File: config.mk
export PLATFORM = sky130hd
export DESIGN_NAME = conv3x3_core
export DESIGN_NICKNAME = d
export VERILOG_FILES = /design/src/rtl/conv3x3_core.sv
export SDC_FILE = /design/constraint.sdc
export NUM_CORES = 1
export LEC_CHECK = 0
export ABC_AREA = 1
export ABC_CLOCK_PERIOD_IN_PS = 2500
export BUFFER_PORTS_ARGS = -buffer_cell sky130_fd_sc_hd__buf_2
export CORE_UTILIZATION = 35
export CTS_CLUSTER_SIZE = 16
export DETAILED_ROUTE_END_ITERATION = 12
export GPL_TIMING_DRIVEN = 0
export SKIP_CTS_REPAIR_TIMING = 1
export SLEW_MARGIN = 20
export SYNTH_ARGS = -nofsm -noshare
export SYNTH_HDL_FRONTEND = slang
export SYNTH_SLANG_ARGS = --single-unit
File: constraint.sdc
create_clock -name clk -period 2.5 [get_ports clk]
set_clock_uncertainty 0.15 [all_clocks]
set_input_delay 0.375 -clock clk [delete_from_list [all_inputs] [get_ports clk]]
set_output_delay 0.375 -clock clk [all_outputs]
set_load 0.01 [all_outputs]
File: src/rtl/conv3x3_core.sv
// conv3x3_core: binary-input 3x3 convolution engine.
// Takes one serialized 9-pixel window, accumulates the signed 4-bit taps
// for every pixel that is set, post-processes the sum into a byte and hands
// it to the UART transmitter. The result is held until the transmitter
// reports it done, and bsy back-pressures the window sequencer meanwhile.
//
// Build option:
//   CONV_RELU_EN defined   : ReLU, result clamped to 0..255 (unsigned byte)
//   CONV_RELU_EN undefined : result clamped to -128..127 (two's-complement byte)
module conv3x3_core #(
  parameter logic [35:0]        W    = 36'h111111111,
  parameter logic signed [7:0]  BIAS = 8'sd0,
  parameter int                 NWIN = 676
) (
  input  logic       clk,
  input  logic       rst,
  input  logic       strt,
  input  logic       din,
  output logic       bsy,
  output logic [7:0] tx_data,
  output logic       trmt,
  input  logic       tx_done,
  output logic       frame_done
);

  typedef enum logic [2:0] {
    IDLE,
    LOAD,
    ACT,
    SEND,
    WAIT
  } state_t;

  // The bias is sign-extended once so LOAD can start from it directly.
  localparam logic signed [9:0] BIAS_EXT = {{2{BIAS[7]}}, BIAS};
  localparam logic [9:0]        WIN_LAST = 10'(NWIN - 1);
  localparam logic [3:0]        TAP_LAST = 4'd8;

  state_t             state_q;
  logic [3:0]         tap_q;
  logic signed [9:0]  acc_q;
  logic signed [9:0]  acc_d;
  logic [9:0]         win_q;
  logic [7:0]         txData_q;
  logic               trmt_q;
  logic               bsy_q;
  logic               frameDone_q;

  logic [3:0]         tapWeight;
  logic signed [9:0]  tapExt;
  logic [7:0]         resByte;

  // Select the weight of the current tap and form the accumulator sum.
  always_comb begin
    tapWeight = W[{tap_q, 2'b00} +: 4];
    tapExt    = {{6{tapWeight[3]}}, tapWeight};
    acc_d     = acc_q + tapExt;
  end

  // Post-process the finished accumulator into the byte that is transmitted.
  always_comb begin
    resByte = acc_q[7:0];
`ifdef CONV_RELU_EN
    if (acc_q[9]) begin
      resByte = 8'h00;
    end else if (acc_q > 10'sd255) begin
      resByte = 8'hFF;
    end
`else
    if (acc_q < -10'sd128) begin
      resByte = 8'h80;
    end else if (acc_q > 10'sd127) begin
      resByte = 8'h7F;
    end
`endif
  end

  // Window sequencing with all outputs registered alongside the state.
  always_ff @(posedge clk or posedge rst) begin
    if (rst) begin
      state_q     <= IDLE;
      tap_q       <= 4'd0;
      acc_q       <= 10'sd0;
      win_q       <= 10'd0;
      txData_q    <= 8'h00;
      trmt_q      <= 1'b0;
      bsy_q       <= 1'b0;
      frameDone_q <= 1'b0;
    end else begin
      trmt_q      <= 1'b0;
      frameDone_q <= 1'b0;
      case (state_q)
        IDLE: begin
          if (strt) begin
            state_q <= LOAD;
            tap_q   <= 4'd0;
            acc_q   <= BIAS_EXT;
            bsy_q   <= 1'b1;
          end
        end
        LOAD: begin
          if (din) begin
            acc_q <= acc_d;
          end
          if (tap_q == TAP_LAST) begin
            tap_q   <= 4'd0;
            state_q <= ACT;
          end else begin
            tap_q <= tap_q + 4'd1;
          end
        end
        ACT: begin
          txData_q <= resByte;
          trmt_q   <= 1'b1;
          state_q  <= SEND;
        end
        SEND: begin
          state_q <= WAIT;
        end
        WAIT: begin
          if (tx_done) begin
            state_q <= IDLE;
            bsy_q   <= 1'b0;
            if (win_q == WIN_LAST) begin
              win_q       <= 10'd0;
              frameDone_q <= 1'b1;
            end else begin
              win_q <= win_q + 10'd1;
            end
          end
        end
        default: begin
          state_q <= IDLE;
          bsy_q   <= 1'b0;
        end
      endcase
    end
  end

  assign bsy        = bsy_q;
  assign tx_data    = txData_q;
  assign trmt       = trmt_q;
  assign frame_done = frameDone_q;

endmodule
==> summary.txt, run 1 <==
Synth
  • Synthesized net count: 252
  • Synth warnings: 0
  • Synthesized area: 1970 sq um
  • Adder-Cell Fraction of Synth Area: 3.17%
  • Post-Synth Simple-Gate Area: 30.6%
  • Largest family of logic cells by synthesized area: simple AND/OR/NAND/NOR gates
  • Post-synthesis mux area share: 0%
  • Synth Area in Compound Gates: 9.25%
  • Register area share after synthesis: 48.2%
  • Top post-synthesis cells by area: dfrtp_1, nand2_1, nand3_1, inv_1, nor2_1
  • Post-synth cell types: 29
  • Xor/xnor cell area share of the yosys netlist: 1.33%
  • Largest area contributor in the netlist: dfrtp_1
  • Mapped Cells: 242
  • Yosys top cell area share: 48.2%
  • Flops & latches, synth: 38
  • Syn avg cell area: 8.16 sq um

Clock tree
  • CTS max path bufs: 2
  • CTS tree: yes
  • Reg clk slew, reported paths: 0.08 ns
  • Clock latency on the worst-skew pair: 0.29 ns
  • Clk sink count: 38
  • CTS Root Cell: clkbuf_8
  • TritonCTS buffer count: 5
  • H-tree Lvls: 2

Finish
  • Fillers: 553
  • Antenna fix cells: 0
  • Layout area overhead: 17.0%
  • Nets: 276
  • Share of layout cells above drive strength 1: 16.9%

Global routing
  • Global-route wire length before repair: 6.93 mm
  • Grt ovf: 0
  • Total GRT Usage: 14.8%
  • Number of global-route vias before repair: 1553
  • Initial antenna violation count: 0
  • Largest net degree at the start of global routing: 29

Floorplanning
  • Die X: 77.1 um
  • Initial Utilization: 37.5%
  • FP Rows: 26
  • Core area: 5270 sq um
  • Number of I/O pins: 16
  • Die area: 5950 sq um
  • Die H: 77.1 um

Job
  • MaxCap Viol Count: 0

Routing
  • Pre-antenna DRT Iters: 4
  • Routed WL: 3.90 mm
  • Starting DRT DRC Count: 72
  • Via count: 1608
  • Antenna-violating nets left: 0
  • Drt wl/cell: 11.6 um
  • Drt drc: 0
  • Routed vias/inst: 4.77

STA
  • Endpoints failing setup: 0
  • Final Max Tran Viols: 0
  • Unrepaired setup endpoints after global routing: false
  • Worst Setup Slack, final: 0.262 ns
  • Maximum clock frequency: 447 MHz
  • Slew headroom: 65.1%
  • Period utilization: 89.5%
  • Setup_tns: 0 ns
  • Final hold vios: 0
  • Slew @ Worst Pin: 0.522 ns
  • Crit path time final: 2.24 ns

Worst setup path
  • Crit. End Element: register
  • Arrival time at the worst endpoint: 2.27 ns
  • CP max FO: 5
  • Critical Path RT: 2.53 ns
  • Crit path launch type: register
  • Crit path kind: reg -> reg

Power
  • Power per standard cell area: 884 nW/um^2
  • Peak supply drop: 0.470 mV
  • Leakage: 1.18 nW

Outcome
  • Status: completed

Placed design
  • Post-detail-place hpwl: 2.88 mm
  • # port buffers: 15
  • Place WS: 0.325 ns
  • Routability cong.: 0.777

Worst hold path
  • Hold Path Class: in -> reg
[cell families after synthesis]
logic type               count (synthesis)
XOR/XNOR                                 3
flip-flops                              38
adder cells (fa/ha/maj)                  5
AO/OA/AOI/OAI                           32
AND/OR/NAND/NOR                        127
buffers and inverters                   37
[per-layer routing]
| metal | wire (um) | vias up | part of all wire, % | global-route usage (%) |
|---|---|---|---|---|
| li1 | - | 836 | - | - |
| met1 | 1830 | 753 | 47 | 18.4 |
| met2 | 1940 | 14 | 50 | 25.1 |
| met3 | 95 | 5 | 2.4 | 3.93 |
| met4 | 36 | 0 | 0.92 | 3.96 |
| met5 | 0 | - | 0 | 0 |
[registers in the layout, summed over array words and instances (netlist names)]
register    cells
acc_q          10
win_q          10
tx_data         8
tap_q           4
state_q         3
bsy             1
frame_done      1
trmt            1
[cell usage after synthesis]
cell type  number
nor2_1         28
dfrtp_1        38
nor3_1          4
a21o_1          1
buf_2           1
o21ai_2         1
nand2_4         1
nor2_2          4
xor2_1          2
inv_2           3
o21ai_1         2
nand3_1        25
o21ai_0        19
ha_1            5
nand3_2         1
nor3_4          1
nand4_2         1
inv_1          32
nor3_2          2
nand2_1        51
o31ai_1         1
a21oi_1         4
a21oi_2         3
nand4_1         7
nand3_4         1
buf_6           1
xnor2_1         1
and2_1          1
o211ai_1        1
[cells in the final DEF (no fill, tap or decap), drive strengths merged]
master / count
nor2: 32
o21ai: 22
xor2: 2
buf: 18
a21oi: 7
and2: 1
xnor2: 1
dfrtp: 38
o31ai: 1
ha: 5
o211ai: 1
clkbuf: 6
nor3: 7
a21o: 1
bufinv: 2
inv: 35
nand4: 8
nand3: 27
nand2: 52
dlygate4sd3: 1
[final cells by class]
| class | instances | area [sq um] | share of cell area (%) |
|---|---|---|---|
| flip-flops and latches | 38 | 951 | 41.2 |
| multi-input cells | 167 | 876 | 37.9 |
| inverters | 35 | 131 | 5.69 |
| repair buffers | 17 | 105 | 4.55 |
| well taps | 70 | 87.6 | 3.79 |
| clock buffers | 6 | 82.6 | 3.58 |
| clock inverters | 2 | 60.1 | 2.60 |
| plain buffers | 2 | 16.3 | 0.704 |
[per-stage QoR]
step | total power [mW] | hold slack [ns] | utilization, % | cell area, sq um | std cells
global placement | 1.39 | 0.318 | 40.6 | 2140 | 327
floorplan | 1.25 | 0.346 | - | 1970 | 242
detailed placement | 1.41 | 0.175 | 40.9 | 2160 | 328
global route | 2.19 | 0.332 | 43.8 | 2310 | 337
finish | 2.04 | 0.307 | 43.8 | 2310 | 337
CTS | 2.08 | -0.150 | 43.6 | 2300 | 336
[path summary, 6_finish.rpt]
kind,cells after the start,end,slack [ns],start
worst min register to register,2,tx_data[0]$_DFFE_PP0P_,0.34,tx_data[0]$_DFFE_PP0P_
max in group asynchronous,4,tx_data[1]$_DFFE_PP0P_,1.38,rst
min in group asynchronous,3,trmt$_DFF_PP0_,0.40,rst
worst min-delay path,4,state_q[2]$_DFFE_PP0P_,0.31,tx_done
worst max register to register,11,acc_q[6]$_DFFE_PP0P_,0.26,tap_q[0]$_DFFE_PP0P_
worst max-delay path,11,acc_q[6]$_DFFE_PP0P_,0.26,tap_q[0]$_DFFE_PP0P_
[worst max-delay path, cell delays in order, from the launching register on]
cell and delay, ns:
dfrtp_1 0.43, inv_1 0.08, ha_1 0.13, inv_1 0.04, o21ai_0 0.28, ha_1 0.24
ha_1 0.22, nand3_1 0.16, nor2_1 0.20, nand3_1 0.10, nand2_1 0.06, nor2_1 0.04
[power breakdown]
| group | internal (mW) | total (mW) | switching (mW) |
|---|---|---|---|
| registers | 0.720 | 0.827 | 0.106 |
| logic | 0.206 | 0.568 | 0.362 |
| clock network | 0.426 | 0.647 | 0.221 |
| total | 1.35 | 2.04 | 0.689 |
Note: power is estimated with default switching activity, not from simulation.
==> inputs of run 2 (changes only) <==
--- a/config.mk
+++ b/config.mk
@@ -8,12 +8,16 @@
 export ABC_AREA = 1
 export ABC_CLOCK_PERIOD_IN_PS = 2500
 export BUFFER_PORTS_ARGS = -buffer_cell sky130_fd_sc_hd__buf_2
+export CELL_PAD_IN_SITES_DETAIL_PLACEMENT = 1
+export CELL_PAD_IN_SITES_GLOBAL_PLACEMENT = 2
 export CORE_UTILIZATION = 35
 export CTS_CLUSTER_SIZE = 16
 export DETAILED_ROUTE_END_ITERATION = 12
 export GPL_TIMING_DRIVEN = 0
+export PLACE_DENSITY_LB_ADDON = 0.1
 export SKIP_CTS_REPAIR_TIMING = 1
 export SLEW_MARGIN = 20
 export SYNTH_ARGS = -nofsm -noshare
 export SYNTH_HDL_FRONTEND = slang
 export SYNTH_SLANG_ARGS = --single-unit
+export TNS_END_PERCENT = 20
==> run 2 against run 1 <==
Against the previous run: via count rose by 1.8%; count of clock-buffer cells in the layout fell by 1; setup slack barely moved; first-iteration DRC count fell by 56%; sequential cell count did not move; power fell by 6.1%; global-route usage rose by 1.9 points; clock power fell by 20%; non-clock buffer count did not move; critical path type unchanged; critical endpoint unchanged.
==> summary.txt, run 2 (synthesis results as in run 1) <==
Finish
  • Highest-count cells in the layout ignoring fill and taps: nand2_1, dfrtp_1, inv_1
  • Commonest non-fill, non-tap cell in the layout: nand2_1
  • Share of layout cells above drive strength 1: 16.9%
  • Layout area overhead: 15.3%
  • Antenna fix cells: 0
  • Non-Filler Instances: 337
  • Nets: 276

STA
  • Final Max Tran Viols: 0
  • Worst Setup Slack, final: 0.262 ns
  • Final hold vios: 0
  • Period utilization: 89.5%
  • Setup_tns: 0 ns
  • Unrepaired setup endpoints after global routing: false
  • Maximum clock frequency: 447 MHz
  • Endpoints failing setup: 0
  • Slew headroom: 63.6%
  • Slew @ Worst Pin: 0.545 ns
  • Crit path time final: 2.24 ns

Placed design
  • # port buffers: 15
  • Post-detail-place hpwl: 3.39 mm
  • Place WS: 0.284 ns
  • Placed Cells incl. Taps: 328
  • Routability cong.: 0.774

Routing
  • Drt wl/cell: 13.1 um
  • Antenna-violating nets left: 0
  • Routed vias/inst: 4.86
  • Starting DRT DRC Count: 32
  • Drt drc: 0
  • Routed WL: 4.41 mm
  • Via count: 1637
  • Pre-antenna DRT Iters: 4

Floorplanning
  • Number of I/O pins: 16
  • Die X: 77.1 um
  • Die H: 77.1 um
  • Die area: 5950 sq um
  • FP Rows: 26
  • Initial Utilization: 37.5%
  • Core area: 5270 sq um

Clock tree
  • TritonCTS buffer count: 5
  • Reg clk slew, reported paths: 0.08 ns
  • CTS Root Cell: clkbuf_8
  • CTS max path bufs: 2
  • H-tree Lvls: 2
  • Clock latency on the worst-skew pair: 0.29 ns
  • CTS tree: yes
  • Clk sink count: 38

Worst setup path
  • Crit path launch type: register
  • Critical Path RT: 2.54 ns
  • Arrival time at the worst endpoint: 2.28 ns
  • Crit. End Element: register
  • CP max FO: 5
  • Crit path kind: reg -> reg

Power
  • Leakage: 1.17 nW
  • Peak supply drop: 0.406 mV
  • Pwr Total: 1.92 mW
  • Power per standard cell area: 842 nW/um^2

Job
  • MaxCap Viol Count: 0

Global routing
  • Initial antenna violation count: 0
  • Largest net degree at the start of global routing: 30
  • Global-route wire length before repair: 7.85 mm
  • Grt ovf: 0
  • Total GRT Usage: 16.7%
  • Number of global-route vias before repair: 1653

Worst hold path
  • Hold Path Class: in -> reg

Outcome
  • Status: completed
==> run 2: changes by cell type in the layout (fill, tap and decap cells not counted) <==
cell / previous run / this run
bufinv_16: 2 / 1
clkbuf_8: 6 / 5
clkinv_2: 0 / 2
==> run 2: per-stage QoR <==
step	util [%]	area [sq um]	hold slack [ns]
after floorplan	-	1970	0.346
after global placement	40.6	2140	0.315
after detailed placement	40.9	2160	0.171
after CTS	43.0	2270	-0.141
after global routing	43.2	2280	0.352
final	43.2	2280	0.309
==> run 2: final timing paths <==
kind	slack [ns]	end	start	cells after the start
worst min register to register	0.33	tx_data[1]$_DFFE_PP0P_	tx_data[1]$_DFFE_PP0P_	2
worst max register to register	0.26	acc_q[6]$_DFFE_PP0P_	tap_q[0]$_DFFE_PP0P_	11
worst min-delay path	0.31	state_q[2]$_DFFE_PP0P_	tx_done	4
max in group asynchronous	1.37	state_q[0]$_DFFE_PP0P_	rst	4
min in group asynchronous	0.40	win_q[0]$_DFFE_PP0P_	rst	3
worst max-delay path	0.26	acc_q[6]$_DFFE_PP0P_	tap_q[0]$_DFFE_PP0P_	11
==> run 2: worst max-delay path: stages (launching register included) <==
cell and delay [ns]:
dfrtp_1 0.42, inv_1 0.07, ha_1 0.13, inv_1 0.04
o21ai_0 0.25, ha_1 0.26, ha_1 0.22, nand3_1 0.18
nor2_1 0.20, nand3_1 0.10, nand2_1 0.06, nor2_1 0.04
==> run 2: metal layers <==
layer,vias up,wire [um],global-route usage [%]
li1,827,-,-
met5,-,0,0
met3,4,116,3.21
met2,17,2150,27.6
met4,0,42,5.09
met1,789,2110,22.0
==> run 2: report_power, final <==
group / internal (mW) / switching (mW) / leakage (nW) / total, mW
clock network: 0.294 / 0.221 / 0.0579 / 0.515
logic: 0.207 / 0.370 / 0.614 / 0.577
registers: 0.720 / 0.105 / 0.498 / 0.825
total: 1.22 / 0.697 / 1.17 / 1.92
==> run 2: area by class of cell <==
type	count	area [sq um]
flip-flops and latches	38	951
well taps	70	87.6
fillers	672	2990
plain buffers	2	16.3
multi-input cells	167	876
inverters	35	131
clock inverters	3	40.0
repair buffers	17	105
clock buffers	5	68.8
==> inputs of run 3 (changes only) <==
--- a/config.mk
+++ b/config.mk
@@ -10,13 +10,14 @@
 export BUFFER_PORTS_ARGS = -buffer_cell sky130_fd_sc_hd__buf_2
 export CELL_PAD_IN_SITES_DETAIL_PLACEMENT = 1
 export CELL_PAD_IN_SITES_GLOBAL_PLACEMENT = 2
+export CORE_MARGIN = 5
 export CORE_UTILIZATION = 35
 export CTS_CLUSTER_SIZE = 16
 export DETAILED_ROUTE_END_ITERATION = 12
 export GPL_TIMING_DRIVEN = 0
 export PLACE_DENSITY_LB_ADDON = 0.1
 export SKIP_CTS_REPAIR_TIMING = 1
-export SLEW_MARGIN = 20
+export SLEW_MARGIN = 30
 export SYNTH_ARGS = -nofsm -noshare
 export SYNTH_HDL_FRONTEND = slang
 export SYNTH_SLANG_ARGS = --single-unit
==> run 3 against run 2 <==
Against the previous run: sequential share of layout area is 0.66 points lower; sequential power hardly changed; setup slack better by 0.061 ns; register-to-register slack better by 0.06 ns; utilization is 1.2 points lower; via count is 0.49% lower; fmax is 2.8% higher; combinational power is 1% higher; final area is 1.6% higher; final cell count is 0.59% higher; global-route usage is 2.4 points lower; highest routed layer unchanged.
==> summary.txt, run 3 (synthesis results as in run 1) <==
Finish
  • Highest-count cells in the layout ignoring fill and taps: nand2_1, dfrtp_1, inv_1
  • Fillers: 702
  • Antenna fix cells: 0
  • Commonest non-fill, non-tap cell in the layout: nand2_1
  • Nets: 276
  • Layout area overhead: 17.1%
  • Share of layout cells above drive strength 1: 16.9%

Worst setup path
  • R2R cell count: 11
  • Arrival time at the worst endpoint: 2.22 ns
  • Crit path launch type: register
  • R2R Path End: acc_q[6]$_DFFE_PP0P_
  • Reg2Reg Setup Slack: 0.32 ns
  • Crit path kind: reg -> reg
  • Critical Path RT: 2.54 ns
  • CP max FO: 5
  • Crit. End Element: register
  • Worst r2r src: tap_q[0]$_DFFE_PP0P_

Outcome
  • Status: completed

Power
  • Peak supply drop: 0.358 mV
  • NetSw: 0.723 mW
  • Comb pwr share: 28.1%
  • Leakage: 1.18 nW
  • Internal power: 1.35 mW
  • Power per standard cell area: 898 nW/um^2
  • Sw Ratio: 34.8%
  • Clock power share: 32.2%
  • Pwr Total: 2.08 mW
  • Seq pwr share: 39.7%

STA
  • Unrepaired setup endpoints after global routing: false
  • Maximum clock frequency: 459 MHz
  • Setup_tns: 0 ns
  • Slew headroom: 61.0%
  • Final hold vios: 0
  • Endpoints failing setup: 0
  • Worst Setup Slack, final: 0.322 ns
  • Final Max Tran Viols: 0
  • Period utilization: 87.1%
  • Crit path time final: 2.18 ns
  • Slew @ Worst Pin: 0.583 ns

Routing
  • Pre-antenna DRT Iters: 4
  • Drt wl/cell: 14.1 um
  • Via count: 1629
  • Drt drc: 0
  • Antenna-violating nets left: 0
  • Routed WL: 4.78 mm
  • Routed vias/inst: 4.81
  • Starting DRT DRC Count: 28

Placed design
  • Place WS: 0.301 ns
  • # port buffers: 15
  • Post-detail-place hpwl: 3.50 mm
  • Routability cong.: 0.717

Job
  • MaxCap Viol Count: 0

Global routing
  • Largest net degree at the start of global routing: 24
  • Total GRT Usage: 14.3%
  • Initial antenna violation count: 0
  • Global-route wire length before repair: 8.22 mm
  • Number of global-route vias before repair: 1691
  • Grt ovf: 0

Clock tree
  • Reg clk slew, reported paths: 0.08 ns
  • TritonCTS buffer count: 5
  • Clock latency on the worst-skew pair: 0.29 ns
  • CTS Root Cell: clkbuf_8
  • CTS tree: yes
  • H-tree Lvls: 2
  • Clk sink count: 38
  • CTS max path bufs: 2

Floorplanning
  • Die H: 85.1 um
  • Initial Utilization: 35.9%
  • Die area: 7240 sq um
  • Number of I/O pins: 16
  • Core area: 5510 sq um
  • FP Rows: 27
  • Die X: 85.1 um

Worst hold path
  • Hold Path End: state_q[2]$_DFFE_PP0P_
  • Hold path cells: 4
  • Hold_sp: tx_done
  • Hold Path Class: in -> reg
run 3: through the flow:
stage,hold WS [ns],util [%],instances,area [sq um]
after floorplan,0.346,-,242,1970
after global routing,0.307,42.0,339,2310
after global placement,0.313,38.9,329,2140
final,0.286,42.0,339,2310
after CTS,-0.0822,41.8,338,2300
after detailed placement,0.240,39.2,330,2160
run 3: how the worst max path moves through the flow:
stage | slack, ns | end | startpoint
2_1_floorplan | 0.60 | acc_q[6]$_DFFE_PP0P_ | tap_q[0]$_DFFE_PP0P_
3_3_place_gp | 0.30 | acc_q[6]$_DFFE_PP0P_ | tap_q[0]$_DFFE_PP0P_
3_5_place_dp | 0.30 | acc_q[6]$_DFFE_PP0P_ | tap_q[0]$_DFFE_PP0P_
4_1_cts | 0.26 | acc_q[6]$_DFFE_PP0P_ | tap_q[0]$_DFFE_PP0P_
5_1_grt | 0.05 | acc_q[6]$_DFFE_PP0P_ | tap_q[0]$_DFFE_PP0P_
6_report | 0.32 | acc_q[6]$_DFFE_PP0P_ | tap_q[0]$_DFFE_PP0P_
run 3: power groups by stage:
stage                     Sequential (mW)  Clock (mW)  Combinational, mW
after floorplan                     0.826           0              0.422
after global routing                0.848       0.720              0.679
after global placement              0.836           0              0.581
final                               0.824       0.668              0.585
after CTS                           0.827       0.683              0.603
after detailed placement            0.837           0              0.599
run 3: critical path, stage by stage (launching register included):
cell and delay, ns:
dfrtp_1 0.43, inv_1 0.07, ha_1 0.13, inv_1 0.04
o21ai_0 0.22, ha_1 0.25, ha_1 0.23, nand3_1 0.16
nor2_1 0.19, nand3_1 0.10, nand2_1 0.07, nor2_1 0.04
run 3: final cells by class:
cell class / instances / area, sq um / area share [%]
Sequential cell: 38 / 951 / 41.1
Multi-Input combinational cell: 167 / 876 / 37.9
Inverter: 35 / 131 / 5.68
Timing Repair Buffer: 17 / 105 / 4.55
Tap cell: 72 / 90.1 / 3.90
Clock buffer: 6 / 82.6 / 3.57
Clock inverter: 2 / 60.1 / 2.60
Buffer: 2 / 16.3 / 0.703
run 3: metal layers:
layer	global-route usage, %	wire, um	share of wire, %
met1	17.7	2200	46
met2	25.0	2400	50
met3	3.30	112	2.3
met4	3.88	65	1.4
met5	0	0	0
